--- config.mk ---
export PLATFORM = sky130hd
export DESIGN_NAME = lc3_regfile_flat
export DESIGN_NICKNAME = d
export VERILOG_FILES = /design/src/rtl/lc3_pkg.sv /design/src/rtl/lc3_regfile_if.sv /design/src/rtl/lc3_cc_gen.sv /design/src/rtl/lc3_regfile.sv /design/src/flat_wrapper.sv
export SDC_FILE = /design/constraint.sdc
export NUM_CORES = 1
export LEC_CHECK = 0
export CORE_MARGIN = 2
export CORE_UTILIZATION = 47
export DETAILED_ROUTE_END_ITERATION = 12
export GPL_ROUTABILITY_DRIVEN = 0
export HOLD_SLACK_MARGIN = 0.06
export PLACE_DENSITY = 0.75
export SLEW_MARGIN = 20
export SYNTH_ARGS = -nofsm -noshare
export SYNTH_HDL_FRONTEND = slang
export SYNTH_SLANG_ARGS = --single-unit
--- constraint.sdc ---
create_clock -name clk -period 5.7 [get_ports clk]
set_clock_uncertainty 0.2 [all_clocks]
set_input_delay 1.425 -clock clk [delete_from_list [all_inputs] [get_ports clk]]
set_output_delay 1.425 -clock clk [all_outputs]
set_load 0.01 [all_outputs]
--- src/rtl/lc3_pkg.sv ---
// rtl/lc3_pkg.sv - shared LC-3 widths, condition-code encodings, dump states and select helpers
package lc3_pkg;

    localparam int LC3_WIDTH = 16;
    localparam int LC3_NREGS = 8;

    localparam logic [2:0] CC_N = 3'b100;
    localparam logic [2:0] CC_Z = 3'b010;
    localparam logic [2:0] CC_P = 3'b001;

    typedef enum logic {
        DUMP_IDLE,
        DUMP_SEND
    } dump_state_e;

    function automatic logic is_onehot8(input logic [7:0] v);
        return (v != 8'h00) && ((v & (v - 8'h01)) == 8'h00);
    endfunction

    function automatic logic [2:0] onehot8_idx(input logic [7:0] v);
        logic [2:0] idx;
        idx = 3'd0;
        for (int i = 0; i < 8; i++) begin
            if (v[i]) idx = 3'(i);
        end
        return idx;
    endfunction

endpackage

--- src/rtl/lc3_regfile_if.sv ---
// rtl/lc3_regfile_if.sv - register dump stream: request, valid/ready beats, done pulse
interface lc3_regfile_if #(
    parameter int WIDTH = 16
);
    logic             dump_req;
    logic             dump_valid;
    logic             dump_ready;
    logic [2:0]       dump_idx;
    logic [WIDTH-1:0] dump_data;
    logic             dump_done;

    modport master (
        input  dump_req,
        input  dump_ready,
        output dump_valid,
        output dump_idx,
        output dump_data,
        output dump_done
    );

    modport slave (
        output dump_req,
        output dump_ready,
        input  dump_valid,
        input  dump_idx,
        input  dump_data,
        input  dump_done
    );
endinterface

--- src/rtl/lc3_cc_gen.sv ---
// rtl/lc3_cc_gen.sv - NZP classification of a data word
module lc3_cc_gen
    import lc3_pkg::*;
#(
    parameter int WIDTH = LC3_WIDTH
) (
    input  logic [WIDTH-1:0] data,
    output logic [2:0]       nzp
);

    always_comb begin
        nzp = CC_P;
        if (data[WIDTH-1])
            nzp = CC_N;
        else if (data == '0)
            nzp = CC_Z;
    end

endmodule

--- src/rtl/lc3_regfile.sv ---
// rtl/lc3_regfile.sv - LC-3 R0..R7 with one-hot write select, NZP register and dump engine
module lc3_regfile
    import lc3_pkg::*;
#(
    parameter int WIDTH  = LC3_WIDTH,
    parameter int NREGS  = LC3_NREGS,
    parameter int BYPASS = 1
) (
    input  logic             clk,
    input  logic             rst_n,
    input  logic             ld_reg,
    input  logic [7:0]       dr_onehot,
    input  logic [WIDTH-1:0] wr_data,
    input  logic             ld_cc,
    input  logic [2:0]       sr1,
    input  logic [2:0]       sr2,
    output logic [WIDTH-1:0] sr1_data,
    output logic [WIDTH-1:0] sr2_data,
    output logic [2:0]       cc_nzp,
    output logic             sel_err,
    lc3_regfile_if.master    dump
);

    logic [WIDTH-1:0] regs_q [NREGS];
    logic [WIDTH-1:0] regs_d [NREGS];
    logic [2:0]       cc_q, cc_d, cc_new;
    logic             sel_err_q, sel_err_d;
    dump_state_e      state_q, state_d;
    logic [2:0]       idx_q, idx_d;
    logic             done_q, done_d;

    logic       wr_ok;
    logic [2:0] wr_idx;

    assign wr_ok  = ld_reg && is_onehot8(dr_onehot);
    assign wr_idx = onehot8_idx(dr_onehot);

    lc3_cc_gen #(.WIDTH(WIDTH)) u_cc_gen (
        .data (wr_data),
        .nzp  (cc_new)
    );

    always_comb begin
        regs_d = regs_q;
        if (wr_ok)
            regs_d[wr_idx] = wr_data;
        cc_d      = ld_cc ? cc_new : cc_q;
        sel_err_d = sel_err_q | (ld_reg & ~wr_ok);
    end

    // Bypass only forwards well-formed writes, so reads never see a dropped write.
    always_comb begin
        sr1_data = regs_q[sr1];
        sr2_data = regs_q[sr2];
        if (BYPASS != 0 && wr_ok && wr_idx == sr1)
            sr1_data = wr_data;
        if (BYPASS != 0 && wr_ok && wr_idx == sr2)
            sr2_data = wr_data;
    end

    always_comb begin
        state_d = state_q;
        idx_d   = idx_q;
        done_d  = 1'b0;
        case (state_q)
            DUMP_IDLE: begin
                if (dump.dump_req) begin
                    state_d = DUMP_SEND;
                    idx_d   = 3'd0;
                end
            end
            DUMP_SEND: begin
                if (dump.dump_ready) begin
                    if (idx_q == 3'd7) begin
                        state_d = DUMP_IDLE;
                        idx_d   = 3'd0;
                        done_d  = 1'b1;
                    end else begin
                        idx_d = idx_q + 3'd1;
                    end
                end
            end
            default: begin
                state_d = DUMP_IDLE;
                idx_d   = 3'd0;
            end
        endcase
    end

    always_ff @(posedge clk or negedge rst_n) begin
        if (!rst_n) begin
            for (int i = 0; i < NREGS; i++)
                regs_q[i] <= '0;
            cc_q      <= CC_Z;
            sel_err_q <= 1'b0;
            state_q   <= DUMP_IDLE;
            idx_q     <= 3'd0;
            done_q    <= 1'b0;
        end else begin
            regs_q    <= regs_d;
            cc_q      <= cc_d;
            sel_err_q <= sel_err_d;
            state_q   <= state_d;
            idx_q     <= idx_d;
            done_q    <= done_d;
        end
    end

    assign cc_nzp  = cc_q;
    assign sel_err = sel_err_q;

    // Dump beats carry the stored value, never the bypassed write.
    assign dump.dump_valid = (state_q == DUMP_SEND);
    assign dump.dump_idx   = idx_q;
    assign dump.dump_data  = regs_q[idx_q];
    assign dump.dump_done  = done_q;

endmodule
--- src/flat_wrapper.sv ---
// flat-port wrapper written by rule: the top's interface ports become plain ports
module lc3_regfile_flat import lc3_pkg::*;
#(
    parameter int WIDTH  = LC3_WIDTH,
    parameter int NREGS  = LC3_NREGS,
    parameter int BYPASS = 1
)
  (clk, rst_n, ld_reg, dr_onehot, wr_data, ld_cc, sr1, sr2, sr1_data, sr2_data, cc_nzp, sel_err, dump_dump_req, dump_dump_ready, dump_dump_valid, dump_dump_idx, dump_dump_data, dump_dump_done);
  lc3_regfile_if #(.WIDTH(WIDTH)) dump_i ();
  input  logic clk;
  input  logic rst_n;
  input  logic ld_reg;
  input  logic [7:0] dr_onehot;
  input  logic [WIDTH-1:0] wr_data;
  input  logic ld_cc;
  input  logic [2:0] sr1;
  input  logic [2:0] sr2;
  output logic [WIDTH-1:0] sr1_data;
  output logic [WIDTH-1:0] sr2_data;
  output logic [2:0] cc_nzp;
  output logic sel_err;
  input wire logic [$bits(dump_i.dump_req)-1:0] dump_dump_req;
  input wire logic [$bits(dump_i.dump_ready)-1:0] dump_dump_ready;
  output wire logic [$bits(dump_i.dump_valid)-1:0] dump_dump_valid;
  output wire logic [$bits(dump_i.dump_idx)-1:0] dump_dump_idx;
  output wire logic [$bits(dump_i.dump_data)-1:0] dump_dump_data;
  output wire logic [$bits(dump_i.dump_done)-1:0] dump_dump_done;
  assign dump_i.dump_req = dump_dump_req;
  assign dump_i.dump_ready = dump_dump_ready;
  assign dump_dump_valid = dump_i.dump_valid;
  assign dump_dump_idx = dump_i.dump_idx;
  assign dump_dump_data = dump_i.dump_data;
  assign dump_dump_done = dump_i.dump_done;
  lc3_regfile #(.WIDTH(WIDTH), .NREGS(NREGS), .BYPASS(BYPASS)) u_core (.clk(clk), .rst_n(rst_n), .ld_reg(ld_reg), .dr_onehot(dr_onehot), .wr_data(wr_data), .ld_cc(ld_cc), .sr1(sr1), .sr2(sr2), .sr1_data(sr1_data), .sr2_data(sr2_data), .cc_nzp(cc_nzp), .sel_err(sel_err), .dump(dump_i));
endmodule
**Yosys cells after proc, flatten, opt, wreduce, memory -nomap -nowiden**

Cells that the tools add are included.

- Output and inout port bits: 57
- Register bits after elaboration: 137
- Word-level logic and storage cells: 77
- Bits of input ports: 36

- Eq/ne operators: 5
- Reduce and logical (&&, ||, !) cells: 9
- $lt $le $gt $ge: 5
- Add/subtract/negate cells: 2
- Multiplexer cells: 34
- Bitwise gates (word level): 9

Operators by type and width:

| operator | count |
|---|---|
| 16-bit binary-select mux with 3-bit select | 3 |
| 16-bit two-way mux | 9 |
| 128-bit bitwise mux | 1 |
| 16-bit demux with 3-bit select | 1 |
| 3-bit two-way mux | 8 |
| 4-bit >= comparator, second input constant | 4 |
| 16-bit zero test | 1 |
| 3-bit inverter with 4-bit output | 4 |
| 8-bit bitwise AND | 1 |
| 8-bit zero test | 1 |
| 8-bit nonzero test | 1 |
| 8-bit by 1-bit subtractor with 8-bit output, second input constant | 1 |
| 1-bit two-way mux | 7 |
| 3-bit equality test | 2 |
| 2-bit two-way mux | 3 |
| 3-bit case mux with 2 select lines | 1 |
| 1-bit logical AND | 5 |
| 4-bit by 1-bit less-than comparator with 1-bit output, second input constant | 1 |
| 2-bit != test, second input constant | 2 |
| 3-bit by 1-bit adder with 3-bit output, second input constant | 1 |
| 3-bit equality test, second input constant | 1 |
| 1-bit inverter | 2 |
| 1-bit case mux with 2 select lines | 1 |
| 2-bit AND reduction | 1 |
| other kinds (2) | 2 |

**Depth between registers and ports, before layout**

- Depth after elaboration: 13
- Gate-level depth with buffers: 7
- Mapped depth without buffers: 5

**By module**

A second synthesis with hierarchy kept.

- Cells, all modules: 568
- Area total of the unflattened synthesis: 9018.6 um^2

By module, submodules not included:

| module | times used | seq. area each (um^2) | area an instance (um^2) | cells an instance |
|---|---|---|---|---|
| lc3_regfile | 1 | 3429.5 | 8968.6 | 561 |
| lc3_cc_gen | 1 | 0.0 | 50.0 | 7 |

**Worst setup path before layout**

No wires, ideal clock.

- Path type: input port to output port
- Start: in sr1[0]
- End: out sr1_data[10]
- Cell stages on the path: 5
- Data required time: 4.075 ns
- Data arrival time: 3.174 ns
- Buffers on the path: 2
- Path slack: 0.901 ns
- Cell sequence: buf_2 buf_1 mux4_2 mux2_2 mux2_4

- Longest elaborated chain between the ends: 5
- Elaborated cells between the ends (all ways): 7
- Those cells by class: eq/ne (1); mux (4); bitwise (1); reduce/logical (1)

RTL lines:

| item | RTL line | source |
|---|---|---|
| start, declared | flat_wrapper.sv:16 | `input logic [2:0] sr1;` |
| 3-bit inverter with 4-bit output (not written as such) | lc3_regfile.sv:53 | `sr1_data = regs_q[sr1];` |
| 16-bit binary-select mux with 3-bit select | lc3_regfile.sv:53 |  |
| 16-bit two-way mux (not written as such) (2 in a row) | lc3_regfile.sv:53 |  |
| 16-bit two-way mux * | lc3_regfile.sv:55 | `if (BYPASS != 0 && wr_ok && wr_idx == sr1)` |
| end, declared | flat_wrapper.sv:18 | `output logic [WIDTH-1:0] sr1_data;` |

Every way passes the cells marked *; elsewhere a longest branch is shown, timed or not. The select of a mux whose other input is x is not followed.

**Worst setup path after layout**

- Start: in dr_onehot[5]
- End: out sr1_data[15]

- Longest elaborated chain between the ends: 7
- Elaborated cells between the ends (all ways): 12
- Those cells by class: add/sub (1); eq/ne (1); mux (4); bitwise (1); reduce/logical (5)

RTL lines:

| item | RTL line | source |
|---|---|---|
| start, declared | flat_wrapper.sv:13 | `input logic [7:0] dr_onehot;` |
| 8-bit by 1-bit subtractor with 8-bit output | lc3_pkg.sv:17 | `return (v != 8'h00) && ((v & (v - 8'h01)) == 8'h00);` |
| 8-bit bitwise AND | lc3_pkg.sv:17 |  |
| 8-bit zero test | lc3_pkg.sv:17 |  |
| 1-bit logical AND | lc3_pkg.sv:17 |  |
| 1-bit logical AND | lc3_regfile.sv:35 | `assign wr_ok = ld_reg && is_onehot8(dr_onehot);` |
| 1-bit logical AND * | lc3_regfile.sv:55 |  |
| 16-bit two-way mux * | lc3_regfile.sv:55 |  |

Every way passes the cells marked *; elsewhere a longest branch is shown, timed or not.

==> results.toml <==
[status]
run_status = "complete, no violations"

[drt]
viasPerCell = 6.41
detail_route.iter0.violations = 325
drt_pre_antenna_iters = 4
routed-via-count = 5803
antenna_left = 0
post_detailed_route_wirelength_per_cell_um = 25.5
drt-total-wl_um = 23100
remaining_drc_errors = 0

[final_layout]
fraction_of_layout_cells_with_a_size_suffix_above_1_pct = 57.7
layout.nets = 696
syn_to_final_growth_pct = 21.3
final.fill_count = 1437

[setup_path]
worst-endpoint-required_ns = 4.07
launch_point_of_the_worst_reg_to_reg_path = "u_core.dump.dump_idx[1]"
timing.critical_path.max_delay_family = "buffers and inverters"
r2r_cells = 4
path_depth = 10
critical_path.reg2reg.endpoint = "u_core.dump.dump_idx[0]"
setup.worst_path.end_class = "primary output"
critPathMostFrequentCell = "buf_12"
highest_fanout_seen_on_the_critical_path = 6
rrSetupSlack_ns = 3.56
cp_data_arrival_time_ns = 4.01
crit_path_launch = "dr_onehot[5]"
worst_path_max_delay_cell = "or4b_4"
critical_path.max_stage_delay_ns = 0.52
start_kind = "input pin"
worstSetupEndpoint = "sr1_data[15]"
cp_cell_sequence = "clkdlybuf4s50_1 > buf_4 > or4b_4 > a21o_1 > a31oi_4 > o211ai_4 > buf_12 > buf_12 > mux2_2 > dlygate4sd2_1"
critical_path.n_buffers_inverters = 5
critPathKind = "input pin to primary output"

[timing]
drv_slew = 0
timing.final.crit_share_pct = 98.8
final.min_clock_period_ns = 5.63
fin_ws_ns = 0.0667
slew_headroom_pct = 21.3
setup_total_negative_slack_ns = 0
timing.final.hold_violations = 0
grt_setup_unrepaired = "no"
report.final.setup_viol = 0
worst_slew_pin_slew_ns = 1.18
clock.fmax_ghz = 0.178

[floorplanning]
floorplan.rows = 50
io_count = 93
start_util_pct = 47.7
die-area_um2 = 20000
fp.dieW_um = 141
die_height_um = 141
core_um2 = 18600

[synthesis]
synth.ff_latch_count = 137
yosysWarnings = 0
syn-instance-count = 570
yosys_cell_types = 41
synth.net_count = 608
synth_area_per_cell_um2 = 15.6
seq_area_frac_synth_pct = 38.6
synthesis.area_um2 = 8880

[cts]
cts-hold-fix-buffers = 0
clock_insertion_delay_worst_skew_ns = 0.42
tritoncts.num_buffers = 17
clock_pin_slew_on_the_worst_setup_and_hold_paths_ns = 0.06
cts_max_level = 4
cts_tree = "done"
clock_tree_buffer_depth = 2
clkSinkCount = 137
root_buffer = "clkbuf_16"

[place]
dpl_worst_slack_ns = -0.0769
dp_hpwl_um = 14300
buffer_ports.inserted = 92

[pwr]
power_density_nw_per_um2 = 260
power_switching_share_pct = 27.8
max-vdd-ir-drop_mv = 0.236
switching_power_uw = 780
share_clk_of_total_power_pct = 37.7
cellLeakagePower_nw = 4.96
power.share.combinational_pct = 21.5
internal_power_mw = 2.02
total_power_mw = 2.80
sequential_share_of_power_pct = 40.8

[grt]
grt_remaining_overflow = 0
number_of_global_route_vias_before_repair = 6208
grt_use_total_pct = 24.1
grt_max_degree = 78
antenna_found_initial = 1
wire_length_of_the_first_global_routing_pass_um = 35900

[job]
maxCapViolCount = 0

[worst_hold_path]
holdCritPathClass = "flop to flop"
[synthesized netlist by cell type (all sizes together)]
cell | number | share of area (%)
nand4b | 2 | 0.20
or4 | 2 | 0.17
ha | 2 | 0.28
mux4 | 96 | 24
dfrtp | 136 | 38
and3 | 1 | 0.070
dfstp | 1 | 0.30
nor2 | 7 | 0.30
nand2b | 2 | 0.23
a31o | 1 | 0.099
xnor2 | 2 | 0.20
nand2 | 5 | 0.21
a32o | 3 | 0.34
o21ai | 1 | 0.056
and4 | 1 | 0.099
mux2i | 1 | 0.11
o21a | 2 | 0.17
a31oi | 1 | 0.24
nor4 | 5 | 0.52
nor3 | 8 | 0.68
buf | 28 | 1.8
mux2 | 211 | 28
o311ai | 2 | 0.37
a211oi | 3 | 0.31
o211ai | 6 | 0.82
clkbuf | 32 | 1.4
nand3b | 1 | 0.23
or2 | 2 | 0.14
nor2b | 2 | 0.14
or4b | 2 | 0.23
a21o | 2 | 0.17
[flip-flops by register name (all words and copies together), names as in the netlist]
register and flops:
u_core.regs_q 128, u_core.cc_nzp 3, u_core.dump.dump_idx 3, u_core.dump.dump_valid 1, u_core.sel_err 1, u_core.dump.dump_done 1
[final cells by class]
type | instances | area (um2) | share of cell area [%]
well taps | 234 | 293 | 2.72
clock inverters | 2 | 35.0 | 0.325
multi-input cells | 373 | 5190 | 48.1
flip-flops and latches | 137 | 3430 | 31.8
repair buffers | 129 | 1300 | 12.1
clock buffers | 30 | 524 | 4.86
diodes | 1 | 2.50 | 0.0232
[power by group through the flow]
stage          clock network [mW]  logic, mW  registers [mW]
2_1_floorplan                   0      0.439            1.07
3_3_place_gp                    0      0.605            1.15
3_5_place_dp                    0      0.615            1.16
4_1_cts                      1.07      0.613            1.14
5_1_grt                      1.12      0.645            1.15
6_report                     1.06      0.603            1.14
[cells by family after synthesis]
logic type / share of synthesized area (%)
mux: 52.0
flops: 38.6
fa+ha+maj: 0.282
simple gates: 3.20
buf+inv: 3.11
compound gates: 2.56
xor+xnor: 0.197
[placed cells by master, fill, tap and decap left out, types with 3 or more instances in the layout]
cell,instances
a32o_1,3
mux4_2,96
clkbuf_8,5
nand2_1,5
mux2_1,6
buf_4,27
nor3_2,4
dlymetal6s2s_1,7
dfrtp_1,134
nor3_1,4
dlygate4sd2_1,25
nor2_1,7
mux2_2,185
buf_12,10
mux2_4,20
nor4_1,4
clkdlybuf4s50_1,57
clkbuf_1,8
o211ai_1,4
clkbuf_16,17
[layer usage]
layer / global-route usage (%) / vias to the layer above / share of wire, %
met5: 0 / - / 0
met4: 9.42 / 0 / 3.0
met3: 5.64 / 48 / 4.5
met2: 40.5 / 180 / 51
met1: 30.5 / 3113 / 42
li1: - / 2462 / -
[worst min-delay path by stage]
stage | cells past startpoint | startpoint | slack [ns] | endpoint
6_report | 1 | u_core.sel_err | 0.28 | u_core.sel_err
5_1_grt | 1 | u_core.sel_err | 0.31 | u_core.sel_err
4_1_cts | 1 | u_core.sel_err | 0.29 | u_core.sel_err
3_5_place_dp | 1 | u_core.sel_err | 0.28 | u_core.sel_err
3_3_place_gp | 1 | u_core.sel_err | 0.25 | u_core.sel_err
2_1_floorplan | 1 | u_core.regs_q[87] | 0.29 | u_core.regs_q[87]
[metrics by stage]
step                instances  hold WS, ns  utilization, %  instance area (um2)
floorplan                 570        0.287               -                 8880
global placement          871        0.254            54.6                10200
detailed placement        871        0.275            54.6                10200
CTS                       905        0.291            57.7                10700
global route              905        0.311            57.8                10800
finish                    906        0.282            57.8                10800
[timing repair]
item | in CTS | in global routing
setup buffers | 2 | 0
endpoints found under the hold margin | 0 | 0
endpoints found under the setup margin | 31 | 10
resized for setup | 27 | 8
Power figures use the tool's default switching activity.
